==> config.mk <==
export PLATFORM = sky130hd
export DESIGN_NAME = dif_lut_key_gen
export DESIGN_NICKNAME = d
export VERILOG_FILES = /design/src/rtl/dif_lut_pkg.sv /design/src/rtl/dif_lut_pipe_reg.sv /design/src/rtl/dif_lut_key_gen.sv
export SDC_FILE = /design/constraint.sdc
export NUM_CORES = 1
export LEC_CHECK = 0
export ABC_AREA = 1
export CORE_MARGIN = 10
export CORE_UTILIZATION = 59
export DETAILED_ROUTE_END_ITERATION = 12
export PLACE_DENSITY = 0.84
export SKIP_CTS_REPAIR_TIMING = 1
export SYNTH_ARGS = -nofsm -noshare
export SYNTH_HDL_FRONTEND = slang
export SYNTH_HIERARCHICAL = 1
export SYNTH_SLANG_ARGS = --single-unit
==> constraint.sdc <==
create_clock -name clk -period 4.1 [get_ports clk]
set_input_delay 0.615 -clock clk [delete_from_list [all_inputs] [get_ports clk]]
set_output_delay 0.615 -clock clk [all_outputs]
set_load 0.03 [all_outputs]
==> src/rtl/dif_lut_pkg.sv <==
// rtl/dif_lut_pkg.sv - shared widths, key floor constant and fold/saturate helper
package dif_lut_pkg;

   // Default input word width and LUT key width for the K10W12 family.
   localparam int WORD_BIT  = 16;
   localparam int DEF_KEY_W = 10;

   // Lowest key the symmetric LUT comparator accepts.
   localparam int KEY_MIN   = -(2 ** (DEF_KEY_W - 1));

   typedef struct packed {
      logic signed [31:0] key;
      logic               mirror;
      logic               sat;
   } fold_sat_t;

   // Integer-domain fold onto the non-positive axis, floor shift, clamp at the key floor.
   function automatic fold_sat_t fold_sat(input int sample, input int shift, input int key_w);
      fold_sat_t r;
      int        fold;
      int        sh;
      int        kmin;
      r.mirror = (sample > 0);
      fold     = r.mirror ? -sample : sample;
      sh       = fold >>> shift;
      kmin     = -(2 ** (key_w - 1));
      r.sat    = (sh < kmin);
      r.key    = r.sat ? kmin : sh;
      return r;
   endfunction

endpackage

==> src/rtl/dif_lut_pipe_reg.sv <==
// rtl/dif_lut_pipe_reg.sv - single valid/ready register slice with parameterised payload
module dif_lut_pipe_reg #(
   parameter int W = 8
) (
   input  logic         clk_i,
   input  logic         rst_i,
   input  logic         valid_i,
   output logic         ready_o,
   input  logic [W-1:0] data_i,
   output logic         valid_o,
   input  logic         ready_i,
   output logic [W-1:0] data_o
);

   logic         valid_q, valid_d;
   logic [W-1:0] data_q, data_d;

   // The slice can take a new word when empty or when its current word leaves this cycle.
   assign ready_o = !valid_q || ready_i;
   assign valid_o = valid_q;
   assign data_o  = data_q;

   // Next state: load on upstream handshake, drain on downstream handshake, otherwise hold.
   always_comb begin
      valid_d = valid_q;
      data_d  = data_q;
      if (ready_o) begin
         valid_d = valid_i;
         if (valid_i) begin
            data_d = data_i;
         end
      end
   end

   // State register with synchronous reset that empties the slice.
   always_ff @(posedge clk_i) begin
      if (rst_i) begin
         valid_q <= 1'b0;
         data_q  <= '0;
      end else begin
         valid_q <= valid_d;
         data_q  <= data_d;
      end
   end

endmodule

==> src/rtl/dif_lut_key_gen.sv <==
// rtl/dif_lut_key_gen.sv - folds signed samples into saturated LUT keys with mirror sideband
module dif_lut_key_gen
   import dif_lut_pkg::*;
#(
   parameter int IN_W  = WORD_BIT,
   parameter int KEY_W = DEF_KEY_W,
   parameter int SHIFT = 4,
   parameter int CNT_W = 16
) (
   input  logic                    clk,
   input  logic                    rst,
   input  logic                    in_valid,
   output logic                    in_ready,
   input  logic [IN_W-1:0]         in_data,
   output logic                    out_valid,
   input  logic                    out_ready,
   output logic signed [KEY_W-1:0] out_key,
   output logic                    out_mirror,
   output logic                    out_sat,
   output logic [CNT_W-1:0]        sat_cnt,
   input  logic                    sat_clr
);

   // Stage 1 carries {mirror, fold}; stage 2 carries {mirror, sat, key}.
   localparam int S1_W      = IN_W + 2;
   localparam int S2_W      = KEY_W + 2;
   localparam int FLOOR_INT = -(2 ** (KEY_W - 1));
   localparam logic signed [IN_W:0]  SH_FLOOR  = (IN_W + 1)'(FLOOR_INT);
   localparam logic        [KEY_W-1:0] KEY_FLOOR = KEY_W'(FLOOR_INT);

   logic signed [IN_W:0]  in_ext;
   logic signed [IN_W:0]  fold_d;
   logic                  mirror_d;

   logic                  s1_valid;
   logic                  s2_ready;
   logic [S1_W-1:0]       s1_data;
   logic                  s1_mirror;
   logic signed [IN_W:0]  s1_fold;
   logic signed [IN_W:0]  sh;
   logic                  sat_d;
   logic [KEY_W-1:0]      key_d;
   logic [S2_W-1:0]       s2_data;

   logic [CNT_W-1:0]      cnt_q, cnt_d;

   // Fold at one extra bit so the most negative sample passes through unchanged.
   always_comb begin
      in_ext   = {in_data[IN_W-1], in_data};
      mirror_d = !in_data[IN_W-1] && (in_data != '0);
      fold_d   = mirror_d ? -in_ext : in_ext;
   end

   dif_lut_pipe_reg #(.W(S1_W)) u_stage1 (
      .clk_i   (clk),
      .rst_i   (rst),
      .valid_i (in_valid),
      .ready_o (in_ready),
      .data_i  ({mirror_d, fold_d}),
      .valid_o (s1_valid),
      .ready_i (s2_ready),
      .data_o  (s1_data)
   );

   // Floor-shift the folded value and clamp anything below the LUT key floor.
   always_comb begin
      s1_mirror = s1_data[S1_W-1];
      s1_fold   = s1_data[IN_W:0];
      sh        = s1_fold >>> SHIFT;
      sat_d     = (sh < SH_FLOOR);
      key_d     = sat_d ? KEY_FLOOR : sh[KEY_W-1:0];
   end

   dif_lut_pipe_reg #(.W(S2_W)) u_stage2 (
      .clk_i   (clk),
      .rst_i   (rst),
      .valid_i (s1_valid),
      .ready_o (s2_ready),
      .data_i  ({s1_mirror, sat_d, key_d}),
      .valid_o (out_valid),
      .ready_i (out_ready),
      .data_o  (s2_data)
   );

   assign out_mirror = s2_data[KEY_W+1];
   assign out_sat    = s2_data[KEY_W];
   assign out_key    = s2_data[KEY_W-1:0];
   assign sat_cnt    = cnt_q;

   // Count clamped keys taken downstream; sticks at all-ones, and clear has priority.
   always_comb begin
      cnt_d = cnt_q;
      if (sat_clr) begin
         cnt_d = '0;
      end else if (out_valid && out_ready && out_sat && (cnt_q != '1)) begin
         cnt_d = cnt_q + CNT_W'(1);
      end
   end

   // Saturation counter register.
   always_ff @(posedge clk) begin
      if (rst) begin
         cnt_q <= '0;
      end else begin
         cnt_q <= cnt_d;
      end
   end

endmodule

==> impl_metrics.csv, run 1 <==
group,metric,value,unit
cts,cts_max_path_buffers,2,
yosys,syn_nets,490,
cts,cts.sinks,44,
placed_design,hpwlAfterDp,5170,um
power_and_ir_drop,swShare,28.0,%
global_route,grt_pass1_vias,2782,
floorplan,die_w,91.1,um
timing,hold_violations,0,
final_layout,final_nets,529,
setup_path,worst_setup_path_end_kind,"primary output",
placed_design,place.port_buffers,50,
yosys,yosysWarnings,6,
yosys,syn-cell-area,0.00299,mm^2
job,max_cap_viol_count,0,
timing,finalSetupTns,0,ns
power_and_ir_drop,clkPwrFrac,35.2,%
floorplan,rows,25,
drt,firstDrtPassIters,4,
final_layout,layout-drive-gt1-share,11.0,%
setup_path,cp-start-kind,"input pin",
final_layout,area_growth,17.3,%
cts,clkTransAtPathRegs,0.09,ns
global_route,grt_overflow,0,
timing,slew_headroom,25.7,%
drt,drt_iter0_markers,93,
power_and_ir_drop,power_leakage,1.53,nW
timing,skew,0.00676,ns
setup_path,critPathRequiredTime,3.48,ns
drt,via_per_inst,5.05,
global_route,grt_max_degree,30,
timing,finalSetupViolations,0,
setup_path,cp_max_fo,26,
setup_path,cp-startpoint,"out_ready",
floorplan,dieArea,0.00831,mm^2
power_and_ir_drop,power_frac_seq,47.4,%
final_layout,final_cell_mix,"102 x nand2_1, 89 x nor2_1, 67 x inv_1",
cts,cts_tree,"built",
cts,clock-root-buffer,"clkbuf_8",
placed_design,gp_congestion,0.936,
drt,ant_nets,0,
power_and_ir_drop,p_int,0.704,mW
timing,rsz0062_at_grt,"false",
drt,wl_per_cell,11.8,um
final_layout,final_common_cell,"nand2_1",
hold_path,hold_class,"flip-flop to flip-flop",
global_route,grt_use_total,16.6,%
floorplan,io_pins,51,
global_route,antenna_found_initial,0,
setup_path,critPathArrivalTime,2.28,ns
power_and_ir_drop,power_density,279,mW/mm^2
timing,tightest_slew,1.11,ns
timing,drv_slew,0,
cts,insertion_delay,0.30,ns
floorplan,core,0.00482,mm^2
setup_path,critPathKind,"input pin to primary output",
global_route,grt_pass1_wl,12000,um
cts,htree_levels,2,
power_and_ir_drop,p_sw,0.273,mW
final_layout,n_antenna_cell,0,
power_and_ir_drop,peakVddDrop,0.000219,V
setup_path,crit-reg2reg-launch,"u_stage1/valid_o",
run_status,status,"finished, final reports clean",
drt,drc,0,
hold_path,hp-start,"u_stage2/data_o[9]",
floorplan,initial_core_util,62.0,%
floorplan,die_h,91.1,um
timing,finalCritPeriodShare,70.7,%
power_and_ir_drop,power.total,0.977,mW
yosys,avgSynthCellArea,6.39,um^2
timing,finalCriticalPeriod,2.90,ns
timing,max_freq,345,MHz
yosys,netlist_instances,467,
drt,routed_wl,6790,um
drt,vias,2896,
cts,cts-buffers-inserted,5,
power_and_ir_drop,combPwrFrac,17.3,%
==> routing by layer <==
layer	global-route usage [%]	vias up	wire, um
li1	-	1517	-
met1	17.5	1325	2770
met2	31.7	44	3650
met3	3.54	10	257
met4	5.09	0	107
met5	0	-	0
==> critical path, stage by stage <==
cell and delay, ns:
clkdlybuf4s50_1 0.51, inv_2 0.06, nand2_4 0.22, inv_1 0.10, nand2_2 0.08, clkdlybuf4s50_1 0.69
==> path summary, 6_finish.rpt <==
kind	end	depth (start not counted)	slack, ns
worst min-delay path	u_stage2/data_o[9]	2	0.49
worst max-delay path	in_ready	6	1.20
worst min register to register	u_stage2/data_o[9]	2	0.49
worst max register to register	u_stage1/data_o[6]	5	2.38
==> cell type report <==
cell class              instances  area [um^2]
inverters                      71          267
clock inverters                 3         46.3
multi-input cells             333         1650
fillers                       428         1320
clock buffers                   5         68.8
well taps                      67         83.8
repair buffers                 51          508
flip-flops and latches         44          881
==> power by group through the flow <==
| stage | logic (mW) | registers [mW] | clock network, mW |
|---|---|---|---|
| after CTS | 0.170 | 0.464 | 0.348 |
| after global placement | 0.165 | 0.473 | 0 |
| after floorplan | 0.108 | 0.486 | 0 |
| final | 0.169 | 0.464 | 0.344 |
| after detailed placement | 0.169 | 0.473 | 0 |
| after global routing | 0.190 | 0.467 | 0.367 |
==> through the flow <==
step | cell area, um^2 | worst slack (ns) | utilization [%] | hold WS, ns | cells
floorplan | 2990 | 2.23 | - | 0.451 | 467
global placement | 3390 | 1.22 | 70.3 | 0.469 | 566
detailed placement | 3390 | 1.22 | 70.3 | 0.469 | 566
CTS | 3500 | 1.20 | 72.7 | 0.492 | 574
global route | 3500 | 1.11 | 72.7 | 0.528 | 574
finish | 3500 | 1.20 | 72.7 | 0.487 | 574
==> registers in the layout, summed over array words and instances, names as in the netlist <==
signal and cells:
u_stage2/data_o 12, sat_cnt 16, u_stage2/valid_o 1, u_stage1/valid_o 1, u_stage1/data_o 14
Note: power is estimated with default switching activity, not from simulation.
==> run 2, diff against run 1 <==
--- a/config.mk
+++ b/config.mk
@@ -7,9 +7,9 @@
 export LEC_CHECK = 0
 export ABC_AREA = 1
 export CORE_MARGIN = 10
-export CORE_UTILIZATION = 59
+export CORE_UTILIZATION = 54
 export DETAILED_ROUTE_END_ITERATION = 12
-export PLACE_DENSITY = 0.84
+export PLACE_DENSITY = 0.77
 export SKIP_CTS_REPAIR_TIMING = 1
 export SYNTH_ARGS = -nofsm -noshare
 export SYNTH_HDL_FRONTEND = slang
==> constraint.sdc (replaced) <==
create_clock -name clk -period 2.9 [get_ports clk]
set_input_delay 0.435 -clock clk [delete_from_list [all_inputs] [get_ports clk]]
set_output_delay 0.435 -clock clk [all_outputs]
set_load 0.03 [all_outputs]
==> run 2 against run 1 <==
Against the previous run: register-to-register slack lost 1.1 ns; routed wire length decreased by 2.3%; clock skew decreased by 0.0010 ns; global-route usage decreased by 1.1 points; critical path type unchanged; highest routed layer unchanged.
==> impl_metrics.csv, run 2 (synthesized netlist as in run 1, its figures left out) <==
group,metric,value,unit
setup_path,r2r_end,"sat_cnt[10]",
drt,drc,0,
setup_path,rr_worst_depth,7,
hold_path,hold_depth,2,
global_route,antenna_found_initial,0,
floorplan,initial_core_util,54.9,%
cts,cts_tree,"built",
hold_path,hp-start,"u_stage2/data_o[4]",
final_layout,layout-drive-gt1-share,11.8,%
drt,ant_nets,0,
global_route,grt_pass1_wl,11500,um
drt,drt_iter0_markers,85,
cts,htree_levels,2,
placed_design,gp_congestion,0.927,
timing,tightest_slew,0.506,ns
global_route,grt_use_total,15.4,%
drt,wl_per_cell,11.4,um
power_and_ir_drop,power_leakage,1.54,nW
final_layout,finalInstanceArea,0.00351,mm^2
final_layout,fillers,545,
timing,rsz0062_at_grt,"false",
floorplan,core,0.00544,mm^2
timing,finalSetupViolations,0,
timing,max_freq,500,MHz
cts,clock-root-buffer,"clkbuf_8",
floorplan,dieArea,0.00890,mm^2
setup_path,critPathKind,"input pin to primary output",
timing,finalSetupTns,0,ns
floorplan,io_pins,51,
cts,cts-buffers-inserted,5,
final_layout,largest_reg_flops,16,
final_layout,finish.utilization,64.5,%
timing,skew,0.00571,ns
final_layout,multi_input_area,0.00165,mm^2
job,max_cap_viol_count,0,
setup_path,crit-reg2reg-launch,"u_stage2/valid_o",
final_layout,final_common_cell,"nand2_1",
drt,vias,2931,
final_layout,final_cell_mix,"102 x nand2_1, 89 x nor2_1, 67 x inv_1",
timing,worst_slack,0.898,ns
timing,finalCritPeriodShare,69.0,%
setup_path,max_stage_delay,0.51,ns
final_layout,layout.area.seq,881,um^2
power_and_ir_drop,power_density,370,mW/mm^2
timing,holdWs,0.488,ns
final_layout,final_nets,532,
cts,clkTransAtPathRegs,0.08,ns
drt,via_per_inst,5.04,
floorplan,die_w,94.4,um
setup_path,path_cells,"clkdlybuf4s50_1, inv_2, nand2_4, inv_1, nand2_2, buf_4",
setup_path,critPathArrivalTime,1.57,ns
hold_path,hold_end,"u_stage2/data_o[4]",
placed_design,place.port_buffers,50,
run_status,status,"finished, final reports clean",
placed_design,place_area,0.00341,mm^2
global_route,grt_overflow,0,
global_route,grt_pass1_vias,2719,
setup_path,critPathRequiredTime,2.47,ns
final_layout,n_antenna_cell,0,
global_route,grt_max_degree,30,
setup_path,cp_max_fo,26,
final_layout,area_growth,17.4,%
hold_path,hold_class,"flip-flop to flip-flop",
timing,hold_violations,0,
setup_path,r2r_setup_slack,1.32,ns
final_layout,layout.cells.non_filler,582,
drt,routed_wl,6630,um
drt,firstDrtPassIters,4,
floorplan,die_h,94.4,um
setup_path,cpMaxStageDelayCell,"clkdlybuf4s50_1",
cts,insertion_delay,0.30,ns
setup_path,cp_top_family,"buffers and inverters",
placed_design,dpl_worst_slack,0.749,ns
cts,cts.sinks,44,
placed_design,dp.cells,574,
setup_path,cp-start-kind,"input pin",
setup_path,cp-startpoint,"out_ready",
setup_path,worst-path-buf-inv,4,
power_and_ir_drop,peakVddDrop,0.000255,V
timing,drv_slew,0,
timing,slew_headroom,66.2,%
timing,finalCriticalPeriod,2.00,ns
placed_design,hpwlAfterDp,5040,um
cts,cts_max_path_buffers,2,
floorplan,rows,27,
power_and_ir_drop,power.total,1.30,mW
setup_path,worst_setup_path_end_kind,"primary output",
run 2: cell count changes in the layout (fill, tap and decap cells not counted):
cell             previous run  this run
clkinv_2                    0         2
clkdlybuf4s50_1            50        49
clkinvlp_4                  1         0
clkbuf_8                    5         6
buf_4                       1         5
inv_6                       1         0
bufinv_16                   1         0
run 2: worst register-to-register path, cell delays in order (launching register included):
cell     delay (ns)
dfxtp_1        0.42
nand2_1        0.08
nor2_1         0.40
nand3_1        0.19
nor2_1         0.21
nand3_2        0.09
nand2_1        0.06
nor2_1         0.04
run 2: worst max-delay path by stage:
stage                          end  slack (ns)  depth (start not counted)
2_1_floorplan             in_ready        1.25                          6
3_3_place_gp    u_stage1/data_o[5]        0.76                         12
3_5_place_dp   u_stage1/data_o[11]        0.75                         13
4_1_cts                   in_ready        0.90                          6
5_1_grt        u_stage1/data_o[14]        0.79                         13
6_report                  in_ready        0.90                          6
run 2: final cells by class:
cell class,count,area share [%]
multi-input combinational,333,47.0
tap,72,2.57
timing repair buffer,54,15.1
clock inverter,2,0.286
sequential,44,25.1
clock buffer,6,2.36
inverter,71,7.60
run 2: power breakdown:
group          leakage (nW)  total (mW)  internal [mW]  switching (mW)
clock network        0.0510       0.402          0.190           0.211
logic                  1.13       0.246          0.105           0.141
registers             0.361       0.649          0.633          0.0166
run 2: routing by layer:
layer  wire [um]  GRT usage [%]  up-vias
li1            -              -     1527
met1        2760           16.9     1342
met2        3440           28.1       52
met3         325           3.73       10
met4         108           5.44        0
met5           0              0        -
==> run 3, diff against run 2 <==
==> constraint.sdc (replaced) <==
create_clock -name clk -period 2.09 [get_ports clk]
set_input_delay 0.3135 -clock clk [delete_from_list [all_inputs] [get_ports clk]]
set_output_delay 0.3135 -clock clk [all_outputs]
set_load 0.03 [all_outputs]
==> run 3 against run 2 <==
Against the previous run: worst setup slack got worse by 0.65 ns; die area unchanged; final area rose by 2.0%; non-clock buffer count up 5; cell count is 0.86% higher; register-to-register slack lost 0.78 ns; hold slack got worse by 0.0039 ns; total power is 51% higher; sequential power increased by 39%; largest cell class unchanged; largest power group unchanged.
==> impl_metrics.csv, run 3 (synthesized netlist as in run 1, its figures left out) <==
group,metric,value,unit
run_status,status,"finished, final reports clean",
final_layout,fillers,516,
timing,slew_headroom,75.5,%
cts,cts_max_path_buffers,2,
placed_design,place.port_buffers,50,
drt,ant_nets,0,
setup_path,critPathArrivalTime,1.53,ns
global_route,antenna_found_initial,0,
floorplan,io_pins,51,
placed_design,place_area,0.00345,mm^2
final_layout,layout-drive-gt1-share,12.6,%
job,max_cap_viol_count,0,
drt,via_per_inst,4.98,
placed_design,hpwlAfterDp,5190,um
placed_design,gp_congestion,0.932,
drt,vias,2921,
global_route,use_met1,16.6,%
global_route,globalRoute.busiestLayer,"met2",
power_and_ir_drop,swShare,26.2,%
setup_path,cp-start-kind,"flip-flop",
floorplan,die_h,94.4,um
drt,firstDrtPassIters,5,
setup_path,cpMaxStageDelayCell,"clkdlybuf4s50_1",
timing,skew,0.00146,ns
global_route,grt_max_degree,30,
floorplan,rows,27,
global_route,grt_use_total,15.2,%
setup_path,critPathKind,"flip-flop to primary output",
power_and_ir_drop,power_leakage,1.58,nW
final_layout,layout.cells.non_filler,587,
cts,cts_tree,"built",
final_layout,largest_reg_flops,16,
power_and_ir_drop,peakVddDrop,0.000505,V
setup_path,crit-reg2reg-launch,"sat_cnt[0]",
setup_path,cp-startpoint,"sat_cnt[7]",
drt,drc,0,
global_route,grt_pass1_vias,2746,
cts,htree_levels,2,
power_and_ir_drop,power.total,1.96,mW
power_and_ir_drop,clkPwrFrac,36.4,%
final_layout,n_antenna_cell,0,
drt,wl_per_cell,11.4,um
global_route,grt_pass1_wl,11400,um
timing,drv_slew,0,
placed_design,dp.cells,579,
setup_path,worst-path-buf-inv,1,
power_and_ir_drop,p_sw,0.513,mW
power_and_ir_drop,power_density,548,mW/mm^2
hold_path,hp-start,"u_stage2/data_o[4]",
cts,cts-buffers-inserted,5,
final_layout,final_nets,537,
drt,drt_iter0_markers,107,
drt,routed_wl,6670,um
cts,insertion_delay,0.29,ns
setup_path,critPathRequiredTime,1.78,ns
final_layout,final_common_cell,"nand2_1",
power_and_ir_drop,combPwrFrac,17.6,%
global_route,grt_overflow,0,
setup_path,rr_worst_depth,8,
timing,finalSetupViolations,0,
floorplan,initial_core_util,54.9,%
hold_path,hold_class,"flip-flop to flip-flop",
floorplan,core,0.00544,mm^2
timing,finalCriticalPeriod,1.84,ns
floorplan,die_w,94.4,um
timing,hold_violations,0,
timing,rsz0062_at_grt,"false",
setup_path,path_depth,1,
power_and_ir_drop,power_frac_seq,45.9,%
setup_path,cp_max_fo,7,
setup_path,worst_setup_path_end_kind,"primary output",
timing,tightest_slew,0.366,ns
timing,finalSetupTns,0,ns
cts,clkTransAtPathRegs,0.08,ns
setup_path,path_cells,"clkdlybuf4s50_1",
final_layout,final_cell_mix,"102 x nand2_1, 89 x nor2_1, 67 x inv_1",
cts,clock-root-buffer,"clkbuf_8",
final_layout,finalInstanceArea,0.00358,mm^2
power_and_ir_drop,p_int,1.45,mW
setup_path,cp_top_family,"buffers and inverters",
cts,cts.sinks,44,
global_route,gr-usage-met3,3.65,%
timing,max_freq,542,MHz
floorplan,dieArea,0.00890,mm^2
hold_path,hold_depth,2,
timing,finalCritPeriodShare,88.3,%
global_route,gr-usage-met2,28.3,%
final_layout,area_growth,19.8,%
setup_path,max_stage_delay,0.74,ns
-- run 3: stage by stage --
step / worst slack [ns] / hold WS (ns) / utilization (%)
6_report: 0.245 / 0.484 / 65.8
5_1_grt: 0.174 / 0.524 / 65.8
4_1_cts: 0.258 / 0.493 / 65.8
3_5_place_dp: 0.0446 / 0.472 / 63.4
3_3_place_gp: 0.0775 / 0.461 / 63.4
2_1_floorplan: 0.478 / 0.383 / -
-- run 3: power groups by stage --
stage	registers (mW)	logic, mW	clock network (mW)
3_5_place_dp	0.922	0.349	0
4_1_cts	0.902	0.350	0.734
3_3_place_gp	0.921	0.341	0
2_1_floorplan	0.952	0.212	0
5_1_grt	0.908	0.389	0.776
6_report	0.901	0.346	0.715
-- run 3: path summary, 6_finish.rpt --
check	endpoint	slack, ns
max	sat_cnt[7]	0.25
max reg2reg	sat_cnt[1]	0.54
min reg2reg	u_stage2/data_o[4]	0.48
min	u_stage2/data_o[4]	0.48
-- run 3: final cells by class --
type                            count  area [um^2]  area share [%]
Tap cell                           72         90.1            2.52
Sequential cell                    44          881            24.6
Clock buffer                        7         96.3            2.69
Inverter                           71          267            7.45
Timing Repair Buffer               59          566            15.8
Multi-Input combinational cell    333         1650            46.1
Clock inverter                      1         30.0           0.839
-- run 3: worst reg2reg max path, stage by stage (launching register included) --
cell and delay, ns:
dfxtp_1 0.41, ha_1 0.21, inv_1 0.07, nor2_2 0.18, nand2_2 0.12, nor2_8 0.20, nor2_1 0.08, o21ai_1 0.13
nor2_1 0.05
-- run 3: routing by layer --
layer	share of wire (%)	up-vias
met4	1.3	0
met1	42	1337
met5	0	-
met3	4.1	9
met2	52	43
li1	-	1532
